==> src/rtl/ttt_pkg.sv <==
// Shared tic-tac-toe definitions used by the move controller, position decoder and win checker.
package ttt_pkg;

  localparam int CELLS = 9;
  localparam int POS_W = 4;

  localparam logic PLAYER_X = 1'b0;
  localparam logic PLAYER_O = 1'b1;

  typedef enum logic [1:0] {
    IDLE,
    ISSUE,
    WAIT_RES,
    DONE
  } move_state_t;

  // Out-of-range indices report "not free" without ever indexing past the map.
  function automatic logic cell_free(input logic [POS_W-1:0] sel,
                                     input logic [CELLS-1:0] occ);
    logic free;
    free = 1'b0;
    for (int i = 0; i < CELLS; i++) begin
      if (int'(sel) == i) free = !occ[i];
    end
    return free;
  endfunction

endpackage

==> src/rtl/move_ctrl_if.sv <==
// Player-side and decoder-side signals of the move controller, bundled as one interface.
interface move_ctrl_if;
  import ttt_pkg::*;

  logic [POS_W-1:0] sel;
  logic             place;
  logic             new_game;
  logic             win_in;
  logic [POS_W-1:0] pos;
  logic             pos_en;
  logic             player;
  logic             illegal;
  logic [3:0]       turn_cnt;
  logic             game_over;
  logic             draw;
  logic             timeout;

  modport master (
    output sel, place, new_game, win_in,
    input  pos, pos_en, player, illegal, turn_cnt, game_over, draw, timeout
  );

  modport slave (
    input  sel, place, new_game, win_in,
    output pos, pos_en, player, illegal, turn_cnt, game_over, draw, timeout
  );

endinterface

==> src/rtl/move_timer.sv <==
// Per-turn idle timer: counts while enabled and pulses expire on its final count.
module move_timer #(
  parameter int TIMEOUT_CYC = 1000
) (
  input  logic clk,
  input  logic rst_n,
  input  logic load,
  input  logic enable,
  output logic expire
);

  localparam int CNT_W = (TIMEOUT_CYC > 2) ? $clog2(TIMEOUT_CYC) : 1;

  logic [CNT_W-1:0] count;

  assign expire = enable && (count == CNT_W'(TIMEOUT_CYC - 1));

  // Expiry restarts the count so a still-idle player gets a fresh window.
  always_ff @(posedge clk or negedge rst_n) begin
    if (!rst_n) begin
      count <= '0;
    end else if (load || expire) begin
      count <= '0;
    end else if (enable) begin
      count <= count + CNT_W'(1);
    end
  end

endmodule

==> src/rtl/move_ctrl.sv <==
// Turn sequencer: validates moves, strobes the position decoder and tracks win/draw.
// Optional turn timeout enabled by defining MOVE_TIMEOUT_EN.
module move_ctrl
  import ttt_pkg::*;
#(
  parameter int WIN_LAT     = 1,
  parameter int TIMEOUT_CYC = 1000
) (
  input logic        clk,
  input logic        rst_n,
  move_ctrl_if.slave bus
);

  localparam int WAIT_W = (WIN_LAT > 1) ? $clog2(WIN_LAT) : 1;

  if (WIN_LAT < 1) begin : g_bad_win_lat
    $error("move_ctrl: WIN_LAT must be at least 1");
  end
  if (TIMEOUT_CYC < 2) begin : g_bad_timeout
    $error("move_ctrl: TIMEOUT_CYC must be at least 2");
  end

  move_state_t      state, next_state;
  logic [WAIT_W-1:0] wait_cnt;
  logic [POS_W-1:0] pos_q;
  logic [CELLS-1:0] occ;
  logic [3:0]       turn_cnt_q;
  logic             player_q;
  logic             illegal_q;
  logic             game_over_q;
  logic             draw_q;
  logic             timeout_q;
  logic             timeout_fire;
  logic             sel_free;
  logic             legal_place;
  logic             rejected_place;
  logic             wait_done;
  logic             board_full;

  assign sel_free       = cell_free(bus.sel, occ);
  assign legal_place    = (state == IDLE) && bus.place && sel_free;
  assign rejected_place = (state == IDLE) && bus.place && !sel_free;
  assign wait_done      = (state == WAIT_RES) && (wait_cnt == '0);
  assign board_full     = (turn_cnt_q == 4'(CELLS));

  always_ff @(posedge clk or negedge rst_n) begin
    if (!rst_n) state <= IDLE;
    else        state <= next_state;
  end

  always_comb begin
    next_state = state;
    if (bus.new_game) begin
      next_state = IDLE;
    end else begin
      unique case (state)
        IDLE:     if (legal_place) next_state = ISSUE;
        ISSUE:    next_state = WAIT_RES;
        WAIT_RES: if (wait_done) next_state = (bus.win_in || board_full) ? DONE : IDLE;
        DONE:     next_state = DONE;
        default:  next_state = IDLE;
      endcase
    end
  end

  always_comb begin
    bus.pos       = pos_q;
    bus.pos_en    = (state == ISSUE);
    bus.player    = player_q;
    bus.illegal   = illegal_q;
    bus.turn_cnt  = turn_cnt_q;
    bus.game_over = game_over_q;
    bus.draw      = draw_q;
    bus.timeout   = timeout_q;
  end

  // new_game clears everything but pos; a verdict of win outranks a full board.
  always_ff @(posedge clk or negedge rst_n) begin
    if (!rst_n) begin
      pos_q       <= '0;
      occ         <= '0;
      turn_cnt_q  <= '0;
      player_q    <= PLAYER_X;
      illegal_q   <= 1'b0;
      game_over_q <= 1'b0;
      draw_q      <= 1'b0;
      wait_cnt    <= '0;
    end else if (bus.new_game) begin
      occ         <= '0;
      turn_cnt_q  <= '0;
      player_q    <= PLAYER_X;
      illegal_q   <= 1'b0;
      game_over_q <= 1'b0;
      draw_q      <= 1'b0;
      wait_cnt    <= '0;
    end else begin
      illegal_q <= rejected_place;
      if (legal_place) pos_q <= bus.sel;
      if (state == ISSUE) begin
        for (int i = 0; i < CELLS; i++) begin
          if (int'(pos_q) == i) occ[i] <= 1'b1;
        end
        turn_cnt_q <= turn_cnt_q + 4'd1;
        wait_cnt   <= WAIT_W'(WIN_LAT - 1);
      end
      if ((state == WAIT_RES) && !wait_done) wait_cnt <= wait_cnt - WAIT_W'(1);
      if (wait_done) begin
        if (bus.win_in)     game_over_q <= 1'b1;
        else if (board_full) draw_q     <= 1'b1;
        else                player_q    <= ~player_q;
      end else if (timeout_fire) begin
        player_q <= ~player_q;
      end
    end
  end

`ifdef MOVE_TIMEOUT_EN
  logic timer_load;
  logic timer_expire;

  // Restart the window on every fresh turn; rejected attempts keep it running.
  assign timer_load   = bus.new_game || ((state != IDLE) && (next_state == IDLE));
  assign timeout_fire = timer_expire && !legal_place && !bus.new_game;

  move_timer #(
    .TIMEOUT_CYC(TIMEOUT_CYC)
  ) u_timer (
    .clk    (clk),
    .rst_n  (rst_n),
    .load   (timer_load),
    .enable (state == IDLE),
    .expire (timer_expire)
  );

  always_ff @(posedge clk or negedge rst_n) begin
    if (!rst_n)            timeout_q <= 1'b0;
    else if (bus.new_game) timeout_q <= 1'b0;
    else                   timeout_q <= timeout_fire;
  end
`else
  assign timeout_fire = 1'b0;
  assign timeout_q    = 1'b0;
`endif

endmodule

==> src/flat_wrapper.sv <==
// flat-port wrapper written by rule: the top's interface ports become plain ports
module move_ctrl_flat import ttt_pkg::*;
#(
  parameter int WIN_LAT     = 1,
  parameter int TIMEOUT_CYC = 1000
)
  (clk, rst_n, bus_sel, bus_place, bus_new_game, bus_win_in, bus_pos, bus_pos_en, bus_player, bus_illegal, bus_turn_cnt, bus_game_over, bus_draw, bus_timeout);
  move_ctrl_if bus_i ();
  input logic clk;
  input logic rst_n;
  input wire logic [$bits(bus_i.sel)-1:0] bus_sel;
  input wire logic [$bits(bus_i.place)-1:0] bus_place;
  input wire logic [$bits(bus_i.new_game)-1:0] bus_new_game;
  input wire logic [$bits(bus_i.win_in)-1:0] bus_win_in;
  output wire logic [$bits(bus_i.pos)-1:0] bus_pos;
  output wire logic [$bits(bus_i.pos_en)-1:0] bus_pos_en;
  output wire logic [$bits(bus_i.player)-1:0] bus_player;
  output wire logic [$bits(bus_i.illegal)-1:0] bus_illegal;
  output wire logic [$bits(bus_i.turn_cnt)-1:0] bus_turn_cnt;
  output wire logic [$bits(bus_i.game_over)-1:0] bus_game_over;
  output wire logic [$bits(bus_i.draw)-1:0] bus_draw;
  output wire logic [$bits(bus_i.timeout)-1:0] bus_timeout;
  assign bus_i.sel = bus_sel;
  assign bus_i.place = bus_place;
  assign bus_i.new_game = bus_new_game;
  assign bus_i.win_in = bus_win_in;
  assign bus_pos = bus_i.pos;
  assign bus_pos_en = bus_i.pos_en;
  assign bus_player = bus_i.player;
  assign bus_illegal = bus_i.illegal;
  assign bus_turn_cnt = bus_i.turn_cnt;
  assign bus_game_over = bus_i.game_over;
  assign bus_draw = bus_i.draw;
  assign bus_timeout = bus_i.timeout;
  move_ctrl #(.WIN_LAT(WIN_LAT), .TIMEOUT_CYC(TIMEOUT_CYC)) u_core (.clk(clk), .rst_n(rst_n), .bus(bus_i));
endmodule
==> config.mk <==
export PLATFORM = sky130hd
export DESIGN_NAME = move_ctrl_flat
export DESIGN_NICKNAME = d
export VERILOG_FILES = /design/src/rtl/ttt_pkg.sv /design/src/rtl/move_ctrl_if.sv /design/src/rtl/move_timer.sv /design/src/rtl/move_ctrl.sv /design/src/flat_wrapper.sv
export SDC_FILE = /design/constraint.sdc
export NUM_CORES = 1
export LEC_CHECK = 0
export ABC_AREA = 1
export BUFFER_PORTS_ARGS = -buffer_cell sky130_fd_sc_hd__buf_2
export CAP_MARGIN = 0
export CORE_MARGIN = 3
export CORE_UTILIZATION = 46
export CTS_CLUSTER_SIZE = 20
export DETAILED_ROUTE_END_ITERATION = 8
export PLACE_DENSITY = 0.68
export SLEW_MARGIN = 10
export SYNTH_ARGS = -nofsm -noshare
export SYNTH_HDL_FRONTEND = slang
export SYNTH_SLANG_ARGS = --single-unit
==> constraint.sdc <==
create_clock -name clk -period 1.9 [get_ports clk]
set_clock_uncertainty 0.05 [all_clocks]
set_input_delay 0.38 -clock clk [delete_from_list [all_inputs] [get_ports clk]]
set_output_delay 0.38 -clock clk [all_outputs]
set_load 0.02 [all_outputs]
==> impl_metrics.py <==
metrics = {
    "synth": {
        "syn_area_um2": 1180,
        "synthFlopType": "dfrtp_1",
        "postSynthCellCount": 138,
        "ys_ff_latch": 24,
        "yosysSeqAreaShare_pct": 51.1,
        "syn_area_per_cell_um2": 8.52,
        "synth_edf_count": 0,
        "ys_types": 28,
        "syn_nets": 149,
        "yosys_warnings": 0,
        "ys_async_sr_fraction_pct": 100,
    },
    "sta": {
        "setup_viol": 0,
        "rsz0062_at_grt": "false",
        "slew_viol_final": 0,
        "finalSetupTns_ns": 0,
        "finalHoldViolations": 0,
        "period_share_pct": 86.0,
        "worstMarginPinSlew_ns": 0.530,
        "fmax_mhz": 612,
        "layout_min_cycle_time_ns": 1.63,
        "relSlewSlack_pct": 64.7,
    },
    "drt": {
        "via_count": 972,
        "ant_nets": 0,
        "wire_per_inst_um": 12.3,
        "drt-initial-drc-count": 24,
        "drc": 0,
        "drtPass1Iterations": 4,
        "drt-total-wl_um": 2350,
        "via_per_inst": 5.12,
    },
    "clock_tree": {
        "clock_sinks": 24,
        "cts.path.max_buffers": 2,
        "cts-root-buf": "clkbuf_4",
        "clk_pin_slew_worst_paths_ns": 0.13,
        "cts_tree": "yes",
        "cts_resized": 0,
        "cts_setup_buffers": 0,
        "clock_latency_ns": 0.31,
        "cts_buffers": 3,
        "h-tree-depth": 1,
    },
    "setup_path": {
        "path_class": "flop to primary output",
        "start_kind": "flop",
        "crit_fanout": 5,
        "worstPathRequired_ns": 1.47,
        "worstSetupEndpointType": "primary output",
        "reg2reg_depth": 6,
        "r2r_start": "u_core.bus.turn_cnt[0]",
        "arrival_ns": 1.20,
        "cpMaxStageDelayCell": "dfrtp_1",
        "critPathMaxStageDelay_ns": 0.45,
        "r2r-end": "u_core.bus.player",
        "worstPathCellList": "nor2_2 > buf_2",
        "ff2ff_setup_slack_ns": 0.42,
    },
    "final_layout": {
        "seq_area_um2": 601,
        "diodes": 0,
        "drive_gt1_share_pct": 23.5,
        "layout_commonest_cell": "nand2_1",
        "multi_input_area_um2": 489,
        "final_nets": 174,
        "n_fill_cell": 223,
        "area_growth_pct": 14.9,
        "most-common-layout-cells": "nand2_1 (32), dfrtp_1 (24), buf_2 (21), inv_1 (13), nor2_1 (13)",
    },
    "power": {
        "finalPower_w": 0.00142,
        "p_leak_nw": 0.691,
        "irDropWorstVdd_uv": 538,
        "powerDensity_nw_per_um2": 1050,
    },
    "floorplanning": {
        "die_h_um": 56.6,
        "die_area_um2": 3200,
        "initial_utilization_pct": 50.7,
        "core_area_um2": 2320,
        "ios": 23,
        "rows": 17,
        "die_w_um": 56.6,
    },
    "hold_path": {
        "min_to": "u_core.bus.illegal",
        "holdPathStages": 3,
        "min_from": "bus_place",
        "hp-class": "input pin to flop",
    },
    "global_routing": {
        "grt_pass1_vias": 925,
        "grt_pass1_wl_um": 4100,
        "antenna_found_initial": 0,
        "grt_max_degree": 25,
        "gr-total-overflow": 0,
        "grt_usage_pct": 16.3,
    },
    "run": {
        "maxCapViolCount": 0,
    },
    "placement": {
        "hpwlAfterDp_um": 1810,
        "globalplace.congestion": 0.846,
        "numPortBuffers": 21,
    },
    "outcome": {
        "status": "complete, no violations",
    },
}
[how the worst max path moves through the flow]
stage | startpoint | slack, ns | end
floorplan | u_core.bus.turn_cnt[1] | 0.47 | u_core.bus.player
global placement | u_core.bus.turn_cnt[0] | 0.46 | u_core.bus.player
detailed placement | u_core.bus.turn_cnt[0] | 0.43 | u_core.bus.player
CTS | u_core.state[1] | 0.26 | bus_pos_en
global route | u_core.state[1] | 0.20 | bus_pos_en
finish | u_core.state[1] | 0.27 | bus_pos_en
[metal layers]
| metal | vias up | wire [µm] | share of wire [%] | track usage (%) |
|---|---|---|---|---|
| met5 | - | 0 | 0 | 0 |
| met4 | 0 | 20 | 0.85 | 5.08 |
| met1 | 449 | 1130 | 48 | 23.2 |
| met2 | 25 | 1040 | 44 | 25.4 |
| met3 | 2 | 156 | 6.7 | 2.30 |
| li1 | 496 | - | - | - |
[metrics by stage]
stage	hold WS [ns]	cell area (µm²)	setup WS [ns]	utilization, %	cells
5_1_grt	0.276	1350	0.196	58.3	190
4_1_cts	0.245	1350	0.256	58.3	190
3_3_place_gp	0.336	1310	0.455	56.3	185
6_report	0.252	1350	0.266	58.3	190
3_5_place_dp	0.341	1310	0.434	56.3	185
2_1_floorplan	0.0344	1180	0.474	-	138
[critical path, delay by kind of cell, from the launching register on]
kind	cells	cell delay, ns
buf+inv	1	0.21
simple gates	1	0.23
flops	1	0.45
[area by class of cell]
type / count / area share [%]
Inverter: 20 / 5.56
Sequential cell: 24 / 44.4
Clock buffer: 4 / 2.69
Tap cell: 28 / 2.59
Multi-Input combinational cell: 92 / 36.2
Timing Repair Buffer: 22 / 8.52
[synth_stat cells (2+ instances only)]
master   number  share of area [%]
nand2_1      32                 10
dfrtp_1      24                 51
inv_1        13                4.1
nor2_1       13                4.1
nand3_1       9                3.8
inv_2         6                1.9
o31ai_1       6                3.8
o21ai_1       5                2.1
a21oi_1       4                1.7
nor3_1        4                1.7
ha_1          2                2.1
nand3_2       2                1.7
nor2_2        2                1.1
o21a_1        2                1.3
[power by group]
part / internal, W / switching (W)
clock: 0.000117 / 0.000150
combinational: 0.000148 / 0.000328
sequential: 0.000589 / 0.0000894
[state kept, by name, indices dropped and copies added, names as in the netlist]
register / count
u_core.occ: 9
u_core.bus.turn_cnt: 4
u_core.bus.game_over: 1
u_core.wait_cnt: 1
u_core.bus.draw: 1
u_core.bus.player: 1
u_core.bus.pos: 4
u_core.state: 2
u_core.bus.illegal: 1
[kinds of logic after synthesis]
group | count (synthesis) | synth area share (%)
flip-flops | 24 | 51.1
XOR/XNOR | 2 | 1.49
buffers and inverters | 22 | 7.34
other | 1 | 0.319
adder cells (fa/ha/maj) | 2 | 2.13
AND/OR/NAND/NOR | 67 | 27.2
AO/OA/AOI/OAI | 20 | 10.4
[what timing repair did]
| action | in CTS | in global routing |
|---|---|---|
| hold endpoints to repair | 24 | 0 |
| hold buffers | 1 | 0 |
| endpoints found under the setup margin | 0 | 0 |
Note: power is estimated with default switching activity, not from simulation.
